==> config.mk <==
export PLATFORM = sky130hd
export DESIGN_NAME = scoreboard
export DESIGN_NICKNAME = d
export VERILOG_FILES = /design/src/rtl/scoreboard.sv
export SDC_FILE = /design/constraint.sdc
export NUM_CORES = 1
export LEC_CHECK = 0
export BUFFER_PORTS_ARGS = -buffer_cell sky130_fd_sc_hd__buf_4
export CORE_ASPECT_RATIO = 1.5
export CORE_MARGIN = 2
export CORE_UTILIZATION = 30
export DETAILED_ROUTE_END_ITERATION = 6
export GPL_TIMING_DRIVEN = 0
export HOLD_SLACK_MARGIN = 0.08
export PLACE_DENSITY_LB_ADDON = 0.08
export SLEW_MARGIN = 30
export SYNTH_ARGS = -nofsm -noshare
export SYNTH_HDL_FRONTEND = slang
export SYNTH_SLANG_ARGS = --single-unit
==> constraint.sdc <==
create_clock -name clock -period 3.9 [get_ports clock]
set_input_delay 1.17 -clock clock [delete_from_list [all_inputs] [get_ports clock]]
set_output_delay 1.17 -clock clock [all_outputs]
set_load 0.05 [all_outputs]
==> src/rtl/scoreboard.sv <==
// Register status table. Each register has a pending flag for variable-latency writes and a
// shift row for fixed-latency writebacks. The hazard detector reads these through combinational lookups.
module scoreboard #(
   parameter int NREGS = 32,
   parameter int ROW_W = 5
) (
   input  logic             clock,
   input  logic             reset,
   input  logic [4:0]       iss_a_reg,
   input  logic [4:0]       iss_b_reg,
   input  logic [4:0]       id_a_reg,
   input  logic [4:0]       id_b_reg,
   input  logic [4:0]       id_waw_reg,
   output logic             iss_pending_a,
   output logic             iss_pending_b,
   output logic             id_pending_a,
   output logic             id_pending_b,
   output logic             id_waw_pending,
   output logic [ROW_W-1:0] iss_row_a,
   output logic [ROW_W-1:0] iss_row_b,
   output logic [ROW_W-1:0] id_row_a,
   output logic [ROW_W-1:0] id_row_b,
   output logic [ROW_W-1:0] id_waw_row,
   input  logic             iss_write,
   input  logic [4:0]       iss_dest,
   input  logic             iss_fixed,
   input  logic [2:0]       iss_lat,
   input  logic [2:0]       haz_lat,
   output logic [NREGS-1:0] sb_haz_column,
   input  logic             vl_done,
   input  logic [4:0]       vl_dest,
   output logic             sb_err
);

   localparam int MAX_LAT = ROW_W - 1;

   logic [NREGS-1:0]            pend_reg, pend_next;
   logic [NREGS-1:0][ROW_W-1:0] row_reg, row_next;
   logic                        err_reg, err_next;

   logic             lat_legal;
   logic [ROW_W-1:0] fix_onehot;
   logic             fix_bad;
   logic             vl_bad;
   logic             haz_ok;
   logic [2:0]       haz_idx;

   assign lat_legal = (iss_lat != 3'd0) && (32'(iss_lat) <= MAX_LAT);

   always_comb begin
      fix_onehot = '0;
      for (int k = 1; k < ROW_W; k++) begin
         if (iss_lat == 3'(k)) fix_onehot[k] = 1'b1;
      end
   end

   // Register 0 writes are silently ignored, so they never flag an error.
   assign fix_bad  = iss_write & iss_fixed & (iss_dest != 5'd0) & ~lat_legal;
   assign vl_bad   = vl_done & (vl_dest != 5'd0) & ~pend_reg[vl_dest];
   assign err_next = err_reg | fix_bad | vl_bad;

   // The column reports the slot an instruction in Issue would claim after the next shift.
   assign haz_ok  = 32'(haz_lat) < MAX_LAT;
   assign haz_idx = haz_ok ? haz_lat + 3'd1 : 3'd0;

   for (genvar gi = 0; gi < NREGS; gi++) begin : g_reg
      if (gi == 0) begin : g_zero
         assign pend_next[gi] = 1'b0;
         assign row_next[gi]  = '0;
      end else begin : g_track
         logic fix_hit;
         logic vl_hit;
         logic var_hit;

         assign fix_hit = iss_write & iss_fixed & lat_legal & (iss_dest == 5'(gi));
         assign var_hit = iss_write & ~iss_fixed & (iss_dest == 5'(gi));
         assign vl_hit  = vl_done & (vl_dest == 5'(gi)) & pend_reg[gi];

         assign row_next[gi] = (row_reg[gi] >> 1)
                             | (fix_hit ? fix_onehot : '0)
                             | {{(ROW_W-1){1'b0}}, vl_hit};
         // A new variable-latency issue wins over a completion on the same register.
         assign pend_next[gi] = var_hit ? 1'b1 : (vl_hit ? 1'b0 : pend_reg[gi]);
      end
      assign sb_haz_column[gi] = haz_ok & row_reg[gi][haz_idx];
   end

   always_ff @(posedge clock) begin
      if (!reset) begin
         pend_reg <= '0;
         row_reg  <= '0;
         err_reg  <= 1'b0;
      end else begin
         pend_reg <= pend_next;
         row_reg  <= row_next;
         err_reg  <= err_next;
      end
   end

   assign iss_pending_a  = pend_reg[iss_a_reg];
   assign iss_pending_b  = pend_reg[iss_b_reg];
   assign id_pending_a   = pend_reg[id_a_reg];
   assign id_pending_b   = pend_reg[id_b_reg];
   assign id_waw_pending = pend_reg[id_waw_reg];
   assign iss_row_a      = row_reg[iss_a_reg];
   assign iss_row_b      = row_reg[iss_b_reg];
   assign id_row_a       = row_reg[id_a_reg];
   assign id_row_b       = row_reg[id_b_reg];
   assign id_waw_row     = row_reg[id_waw_reg];
   assign sb_err         = err_reg;

endmodule

==> metrics.cfg <==
[place]
port_buffers = 86
dpl-instance-area_sq_um = 18200
dp_hpwl_mm = 72.4
routabilityCongestion = 1.09

[timing]
hold_violations = 0
min_period_ns = 4.21
final.setup_skew_ns = 0.0108
rsz0062_at_grt = true
tightest_slew_ns = 1.02
report.final.slew_viol_count = 0
finalCritPeriodShare = 1.08
clock.fmax_mhz = 238
slew_headroom = 0.320
finalSetupViolations = 27
timing.final.ws_setup_ns = -0.307

[clocking]
cts_buffers = 17
worstSkewPairLatency_ns = 0.46
cts_root_buf = clkbuf_16
path_clk_slew_ns = 0.07
cts.sinks = 187
h-tree-depth = 4
postCtsHoldBufs = 0
cts_tree = built
ctsLongestPathBuffers = 2

[route]
dr.pass1.iters = 6
ant_nets = 0
vias_per_cell = 6.74
drcViolationCount = 0
drt_iter0_markers = 1988
wl_mm = 99.6
via_count = 16100
drt-wirelength-per-cell_um = 41.7

[critical_path]
critPathBufInv = 4
endpoint_kind = primary output
critical-path-top-delay-family = multiplexers
cp_data_required_time_ns = 2.73
cp_slowest_cell = mux4_2
cp_cell_sequence = buf_12, buf_12, buf_4, mux4_2, mux4_2, mux2_4, buf_8
worstPathArrival_ns = 3.04
cp-start-kind = primary input
critPathKind = in2out
cp_slowest_stage_delay_ns = 0.57
cp_max_fo = 8

[grt]
grt_max_degree = 19
overflow = 0
grt.total_usage = 0.358
antenna_found_initial = 4
grt_pass1_vias = 15700
grt_use_met1 = 0.393
met2_usage = 0.566
grt_pass1_wl_mm = 133
gr-usage-met3 = 0.0916
top_usage_layer = met2

[logic_synthesis]
synth_edf_count = 0
syn_nets = 1558
ys_top_cells_by_area = mux4_2, dfxtp_1, mux2i_1, nor2b_1, a21oi_1
synth_ff_type = dfxtp_1
netlist_instances = 1510
synth_cell_types = 60
synth_seq_cells = 187
ys_seq_area_frac = 0.235
async_flop_share = 0
synth_area_leader_cell = mux4_2
avgSynthCellArea_sq_um = 10.5
yosys_warnings = 0
synth_top_area_frac = 0.310
netlist_area_sq_um = 15900

[cells_and_area]
final_cell_area_sq_um = 21300
final_cell_mix = mux4_2, dfxtp_1, nor2b_1, nand2_1, buf_6
fillers = 5084
final_net_count = 1736
seqCellArea_sq_um = 3740
multi_input_area_sq_um = 12800
largest_register_ffs = 155
drive_gt1_frac = 0.421
syn2layout_area_growth_pct = 33.6
final_common_cell = mux4_2

[die]
die_area_sq_um = 55000
io-pin-count = 109
die_x_um = 192
initial_core_util = 0.303
dieHeight_um = 286
core_sq_um = 52600
rows = 103

[pwr]
cellLeakagePower_nw = 7.13
peakVddDrop_mv = 0.323
finalPower_w = 0.00501
power_density_nw_per_um2 = 235

[job]
max-cap-violations = 0

[outcome]
status = complete, but fails checks
failed_checks = setup timing

[min_path]
hold_class = reg2reg

## Yosys cell counts, types with 4 or more instances
master	n
o21a_1	44
and2_1	23
nor4bb_1	8
o221ai_1	20
o22ai_1	8
or2_2	5
a221oi_1	27
buf_1	19
o21ai_0	19
a22oi_1	35
mux4_2	219
a21o_1	5
a211oi_1	26
and4b_1	8
nor2_1	71
nand2b_1	12
a21oi_1	95
a31oi_1	32
nand2_1	96
clkbuf_1	98
buf_2	38
a2111o_1	20
mux2_2	39
nor2b_1	149
dfxtp_1	187
a211o_1	13
a311o_1	13
or2_1	6
nor4b_1	4
buf_4	7
and3_1	21
mux2i_1	94
a2111oi_0	7
## layer usage
metal,up-vias,part of all wire
li1,6364,-
met1,8074,0.34
met2,1251,0.46
met3,396,0.088
met4,4,0.11
met5,-,0.00032
## tightest hold or removal path: cells and delay by family (launching register included)
family             cells  cell delay [ns]
AOI/OAI and AO/OA      2             0.19
DFF                    1             0.34
## worst paths after layout
kind / startpoint / endpoint / slack [ns] / cells past startpoint
setup / recovery: id_b_reg[0] / id_row_b[4] / -0.31 / 7
hold / removal: sb_err / sb_err / 0.57 / 2
setup reg to reg: pend_reg[2] / sb_err / 1.89 / 5
hold reg to reg: sb_err / sb_err / 0.57 / 2
## power by group
group	internal, W	switching [W]
sequential	0.00191	0.0000138
combinational	0.000556	0.000805
clock	0.000842	0.000880
total	0.00331	0.00170
## layout make-up
class / instances / area share
Tap cell: 682 / 0.0401
Sequential cell: 187 / 0.176
Antenna cell: 5 / 0.000588
Clock inverter: 14 / 0.00612
Inverter: 1 / 0.000176
Buffer: 160 / 0.0674
Timing Repair Buffer: 165 / 0.0884
Multi-Input combinational cell: 1156 / 0.601
Clock buffer: 17 / 0.0200
## repair_timing
item | CTS | global route
endpoints found under the setup margin | 61 | 60
resized for setup | 333 | 119
setup buffers | 38 | 24
pin swaps | 53 | 54
gates cloned | 7 | 6
## metrics by stage
stage               hold WS (ns)  setup slack [ns]  TNS (ns)  utilization  instances
finish                     0.572            -0.307     -3.75        0.405       2387
global route               0.615            -0.317     -4.10        0.404       2382
CTS                        0.573            -0.242     -3.16        0.391       2362
detailed placement         0.539             -1.08    -42.67        0.347       2289
global placement           0.528             -1.80    -52.13        0.343       2278
floorplan                  0.514            -0.102     -1.03            -       1510
## logic make-up after synthesis
| family | count (synthesis) | share of synthesized area |
|---|---|---|
| AOI/OAI and AO/OA | 373 | 0.167 |
| adders and majority gates | 2 | 0.00157 |
| other | 1 | 0.000235 |
| and+or+nand+nor | 422 | 0.146 |
| DFF | 187 | 0.235 |
| buffers and inverters | 167 | 0.0461 |
| muxes | 358 | 0.403 |
Note: power is estimated with default switching activity, not from simulation.
